File: src/rtl/uart_mem_loader.sv
// Host write-command parser: takes 'W',ADDR,DATA,SUM frames from uart_rx,
// writes one word to pattern memory and answers ACK/NAK through uart_tx.
module uart_mem_loader #(
  parameter int AddrBusWidth  = 6,
  parameter int DataBusWidth  = 4,
  parameter int TimeoutCycles = 100000
) (
  input  logic                    clk,
  input  logic                    rst,
  input  logic [7:0]              rx_data,
  input  logic                    rx_valid,
  input  logic                    rx_break,
  input  logic                    rx_error,
  output logic [AddrBusWidth-1:0] mem_addr,
  output logic                    mem_we,
  output logic [DataBusWidth-1:0] mem_wdata,
  output logic [7:0]              tx_data,
  output logic                    tx_valid,
  input  logic                    tx_ready,
  output logic                    busy,
  output logic                    overrun,
  output logic [7:0]              write_count
);

  localparam logic [2:0] ST_IDLE     = 3'd0;
  localparam logic [2:0] ST_GET_ADDR = 3'd1;
  localparam logic [2:0] ST_GET_DATA = 3'd2;
  localparam logic [2:0] ST_GET_SUM  = 3'd3;
  localparam logic [2:0] ST_WRITE    = 3'd4;
  localparam logic [2:0] ST_RESPOND  = 3'd5;

  localparam logic [7:0] CMD_BYTE = 8'h57;
  localparam logic [7:0] ACK_BYTE = 8'h06;
  localparam logic [7:0] NAK_BYTE = 8'h15;

  // TimeoutCycles-1 always fits in clog2(TimeoutCycles) bits.
  localparam int             TW      = $clog2(TimeoutCycles);
  localparam logic [TW-1:0]  TMO_LAST = TW'(TimeoutCycles - 1);

  logic [2:0]    state_reg, state_next;
  logic [7:0]    addr_reg, data_reg;
  logic [TW-1:0] tmo_reg;
  logic [7:0]    addr_hi_mask, data_hi_mask;

  logic in_frame, abort, accept, timed_out, frame_good, respond_done;

  // Masks select the byte bits that lie above each memory field width.
  genvar gi;
  generate
    for (gi = 0; gi < 8; gi++) begin : g_mask
      assign addr_hi_mask[gi] = (gi >= AddrBusWidth);
      assign data_hi_mask[gi] = (gi >= DataBusWidth);
    end
  endgenerate

  assign in_frame  = (state_reg == ST_GET_ADDR) || (state_reg == ST_GET_DATA) ||
                     (state_reg == ST_GET_SUM);
  assign abort     = in_frame && (rx_break || rx_error);
  assign accept    = in_frame && rx_valid && !abort;
  assign timed_out = in_frame && !abort && !rx_valid && (tmo_reg == TMO_LAST);
  assign frame_good = (rx_data == (CMD_BYTE ^ addr_reg ^ data_reg)) &&
                      ((addr_reg & addr_hi_mask) == 8'h00) &&
                      ((data_reg & data_hi_mask) == 8'h00);
  assign respond_done = (state_reg == ST_RESPOND) && tx_valid && tx_ready;
  assign busy = (state_reg != ST_IDLE);

  always_comb begin
    state_next = state_reg;
    if (abort || timed_out) begin
      state_next = ST_IDLE;
    end else begin
      case (state_reg)
        ST_IDLE:     if (rx_valid && rx_data == CMD_BYTE) state_next = ST_GET_ADDR;
        ST_GET_ADDR: if (accept) state_next = ST_GET_DATA;
        ST_GET_DATA: if (accept) state_next = ST_GET_SUM;
        ST_GET_SUM:  if (accept) state_next = frame_good ? ST_WRITE : ST_RESPOND;
        ST_WRITE:    state_next = ST_RESPOND;
        ST_RESPOND:  if (respond_done) state_next = ST_IDLE;
        default:     state_next = ST_IDLE;
      endcase
    end
  end

  always_ff @(posedge clk) begin
    if (rst) begin
      state_reg   <= ST_IDLE;
      addr_reg    <= 8'h00;
      data_reg    <= 8'h00;
      tmo_reg     <= '0;
      mem_addr    <= '0;
      mem_we      <= 1'b0;
      mem_wdata   <= '0;
      tx_data     <= 8'h00;
      tx_valid    <= 1'b0;
      overrun     <= 1'b0;
      write_count <= 8'h00;
    end else begin
      state_reg <= state_next;
      mem_we    <= 1'b0;

      // Counter restarts on frame entry and on every accepted byte.
      if ((state_next == ST_GET_ADDR) || (state_next == ST_GET_DATA) ||
          (state_next == ST_GET_SUM)) begin
        if (state_reg == ST_IDLE || accept) tmo_reg <= '0;
        else                               tmo_reg <= tmo_reg + TW'(1);
      end else begin
        tmo_reg <= '0;
      end

      if (accept && state_reg == ST_GET_ADDR) addr_reg <= rx_data;
      if (accept && state_reg == ST_GET_DATA) data_reg <= rx_data;

      if (accept && state_reg == ST_GET_SUM) begin
        if (frame_good) begin
          mem_we      <= 1'b1;
          mem_addr    <= addr_reg[AddrBusWidth-1:0];
          mem_wdata   <= data_reg[DataBusWidth-1:0];
          write_count <= write_count + 8'd1;
        end else begin
          tx_valid <= 1'b1;
          tx_data  <= NAK_BYTE;
        end
      end

      if (state_reg == ST_WRITE) begin
        tx_valid <= 1'b1;
        tx_data  <= ACK_BYTE;
      end

      if (respond_done) tx_valid <= 1'b0;

      if (rx_valid && (state_reg == ST_WRITE || state_reg == ST_RESPOND))
        overrun <= 1'b1;
    end
  end

endmodule

File: config.mk
export PLATFORM = sky130hd
export DESIGN_NAME = uart_mem_loader
export DESIGN_NICKNAME = d
export VERILOG_FILES = /design/src/rtl/uart_mem_loader.sv
export SDC_FILE = /design/constraint.sdc
export NUM_CORES = 1
export LEC_CHECK = 0
export BUFFER_PORTS_ARGS = -buffer_cell sky130_fd_sc_hd__buf_2
export CAP_MARGIN = 20
export CORE_ASPECT_RATIO = 1.2
export CORE_UTILIZATION = 40
export DETAILED_ROUTE_END_ITERATION = 7
export SYNTH_ARGS = -nofsm -noshare
export SYNTH_HDL_FRONTEND = slang
export SYNTH_SLANG_ARGS = --single-unit
File: constraint.sdc
create_clock -name clk -period 3.85 [get_ports clk]
set_input_delay 0.1925 -clock clk [delete_from_list [all_inputs] [get_ports clk]]
set_output_delay 0.1925 -clock clk [all_outputs]
set_load 0.005 [all_outputs]
==> impl_metrics.tcl <==
set metrics [dict create \
    status "finished clean" \
    synth_warnings 0 \
    hold_path_class "input port to flip-flop" \
    post_cts.resized_instances 0 \
    drc 0 \
    syn_to_final_growth_pct 13.6 \
    finalWirelength_mm 5.73 \
    core.rowCount 32 \
    drive_above_1_share_pct 16.6 \
    yosys_register_bits 60 \
    cts_made_buffers 9 \
    grt_first_pass_wirelength_mm 9.83 \
    detail_route.iter0.violations 91 \
    htreeDepth 3 \
    critPathArrivalTime_ns 2.64 \
    overall_fraction_of_global_route_tracks_in_use_pct 17.6 \
    route.antenna.remaining_nets 0 \
    crit_type "flip-flop to flip-flop" \
    floorplan.die.height_um 92.8 \
    ctsHoldBuffers 0 \
    synth_enable_flop_cells 0 \
    clock_skew_ns 0.00606 \
    tritoncts "yes" \
    timing_max_transition_violations_final 0 \
    drt_pass1_iterations 4 \
    timing_worst_slew_pin_value_ns 0.768 \
    multi_input_area_mm2 0.00144 \
    diodes 0 \
    finalCritPeriodShare_pct 61.9 \
    postCtsSetupRepairBufs 0 \
    start_util_pct 42.1 \
    grt_start_max_net_pins 43 \
    largest_register_ff_count 17 \
    netlist-cell-type-count 48 \
    r2r-start "data_reg[4]" \
    fillCellCount 660 \
    timing.critical_path.to_type "flip-flop" \
    grt_pass1_vias 2073 \
    reg2regPathDepth 5 \
    vdd_drop_max_v 0.000178 \
    synth-seq-area-share_pct 43.7 \
    report.power.total_uw 1120 \
    share_of_synthesized_flip_flops_with_an_asynchronous_set_or_reset_pct 0 \
    die_w_um 77.7 \
    root_buffer "clkbuf_8" \
    max-clock-path-buffers 2 \
    grt_overflow 0 \
    timing.max_cap.violations 0 \
    port_buffers 39 \
    post-route-min-period_ns 2.38 \
    critical_path_peak_fanout 17 \
    slew-limit-headroom_pct 48.8 \
    floorplan.die_area_mm2 0.00721 \
    max_clock_freq_ghz 0.419 \
    worstPathRequired_ns 4.11 \
    wire_per_inst_um 13.2 \
    cts.sink_count 60 \
    detailroute.via_count 2202 \
    io-pin-count 44 \
    start_kind "flip-flop" \
    dp_hpwl_mm 4.06 \
    coreArea_mm2 0.00653 \
    postSynthAreaPerCell_um2 8.81 \
    final_hold_violating_endpoints 0 \
    gp_routability_congestion 0.782 \
    power_density_mw_per_mm2 360 \
    initial_antenna_violation_count 0 \
    final.setup.tns_ns 0 \
    number_of_endpoints_failing_setup_at_the_final_stage 0 \
    area_taken_by_flip_flops_and_latches_mm2 0.00120 \
    startpoint "data_reg[4]" \
    worst_skew_pair_latency_ns 0.33 \
    postSynth.topFlopCell "dfxtp_1" \
    num-nets-final 362 \
    syn_area_mm2 0.00275 \
    routed_via_density 5.07 \
    p_leak_uw 0.00126 \
    min_delay_path_depth 3 \
    rsz0062_at_grt "false" \
    worst_hold_margin_ns 0.146 \
    post_synth_inst_count 312 \
    hold_path.startpoint "rx_data[6]" \
    cts.clk_slew.worst_paths_ns 0.06 \
]
through the flow:
stage                     instance area [um2]  std cells  util, %  worst slack, ns
after floorplan                          2760        315        -             1.84
after global placement                   2970        420     45.5             1.51
after detailed placement                 2970        420     45.5             1.48
after CTS                                3120        434     47.9             1.44
after global routing                     3120        434     47.9             1.19
final                                    3120        434     47.9             1.47
logic make-up after synthesis:
logic type      Yosys count  synth area share (%)
simple gates            148                  27.9
flops                    60                  43.7
compound gates           43                  9.06
buf+inv                  25                  4.28
xor+xnor                 24                  10.8
mux                       9                  3.28
fa+ha+maj                 2                 0.910
other cells               1                 0.136
metal layers:
layer	vias to the layer above	part of all wire, %	global-route usage, %
met5	-	0	0
met4	0	0.89	6.60
met3	4	4.1	5.32
met2	42	49	29.5
met1	1019	46	21.0
li1	1137	-	-
final cells by class:
class / count / share of cell area [%]
Multi-Input combinational cell: 230 / 46.2
Sequential cell: 60 / 38.5
Timing Repair Buffer: 39 / 6.25
Clock buffer: 11 / 4.53
Tap cell: 85 / 3.41
Inverter: 6 / 0.721
Clock inverter: 3 / 0.481
where the power goes:
part / switching, uW / internal, uW / total, uW
clock: 222 / 240 / 462
sequential: 0.0859 / 621 / 621
combinational: 24.9 / 16.3 / 41.2
worst max-delay path, stage by stage, from the launching register on:
cell and delay, ns:
dfxtp_1 0.32, or4b_4 0.56, nor4_4 0.31, nand4_2 0.39
or4_1 0.59, a21oi_1 0.14
cell usage in the layout (no fill, tap or decap), drive strengths merged, types with 3 or more instances in the layout:
cell,count
nor2,39
o21ai,5
xnor2,8
nand2,43
mux2i,9
and3,3
clkinv,3
nor4b,4
xor3,3
nor3,6
buf,39
xor2,10
or3,6
conb,4
dfxtp,60
nand4,9
inv,6
nor2b,6
nand3,18
clkbuf,11
xnor3,3
a21oi,29
cells in the mapped netlist (4+ instances only):
| library cell | instances | share of area, % |
|---|---|---|
| o21ai_0 | 5 | 0.91 |
| inv_1 | 6 | 0.82 |
| xor2_1 | 10 | 3.2 |
| nand4_1 | 8 | 1.8 |
| nand2_1 | 43 | 5.9 |
| buf_2 | 4 | 0.73 |
| mux2i_1 | 9 | 3.3 |
| clkbuf_1 | 10 | 1.4 |
| xnor2_1 | 8 | 2.5 |
| nor2_1 | 38 | 5.2 |
| or3_1 | 6 | 1.4 |
| nor2b_1 | 6 | 1.4 |
| nor3_1 | 5 | 0.91 |
| buf_4 | 5 | 1.4 |
| dfxtp_1 | 60 | 44 |
| a21oi_1 | 29 | 5.3 |
| nand3_1 | 18 | 3.3 |
worst paths after layout:
check / end / slack, ns
setup / recovery: write_count[4] / 1.47
hold / removal: data_reg[6] / 0.15
setup reg to reg: write_count[4] / 1.47
hold reg to reg: mem_addr[1] / 0.45
No activity file was read; power rests on OpenSTA's default activity.
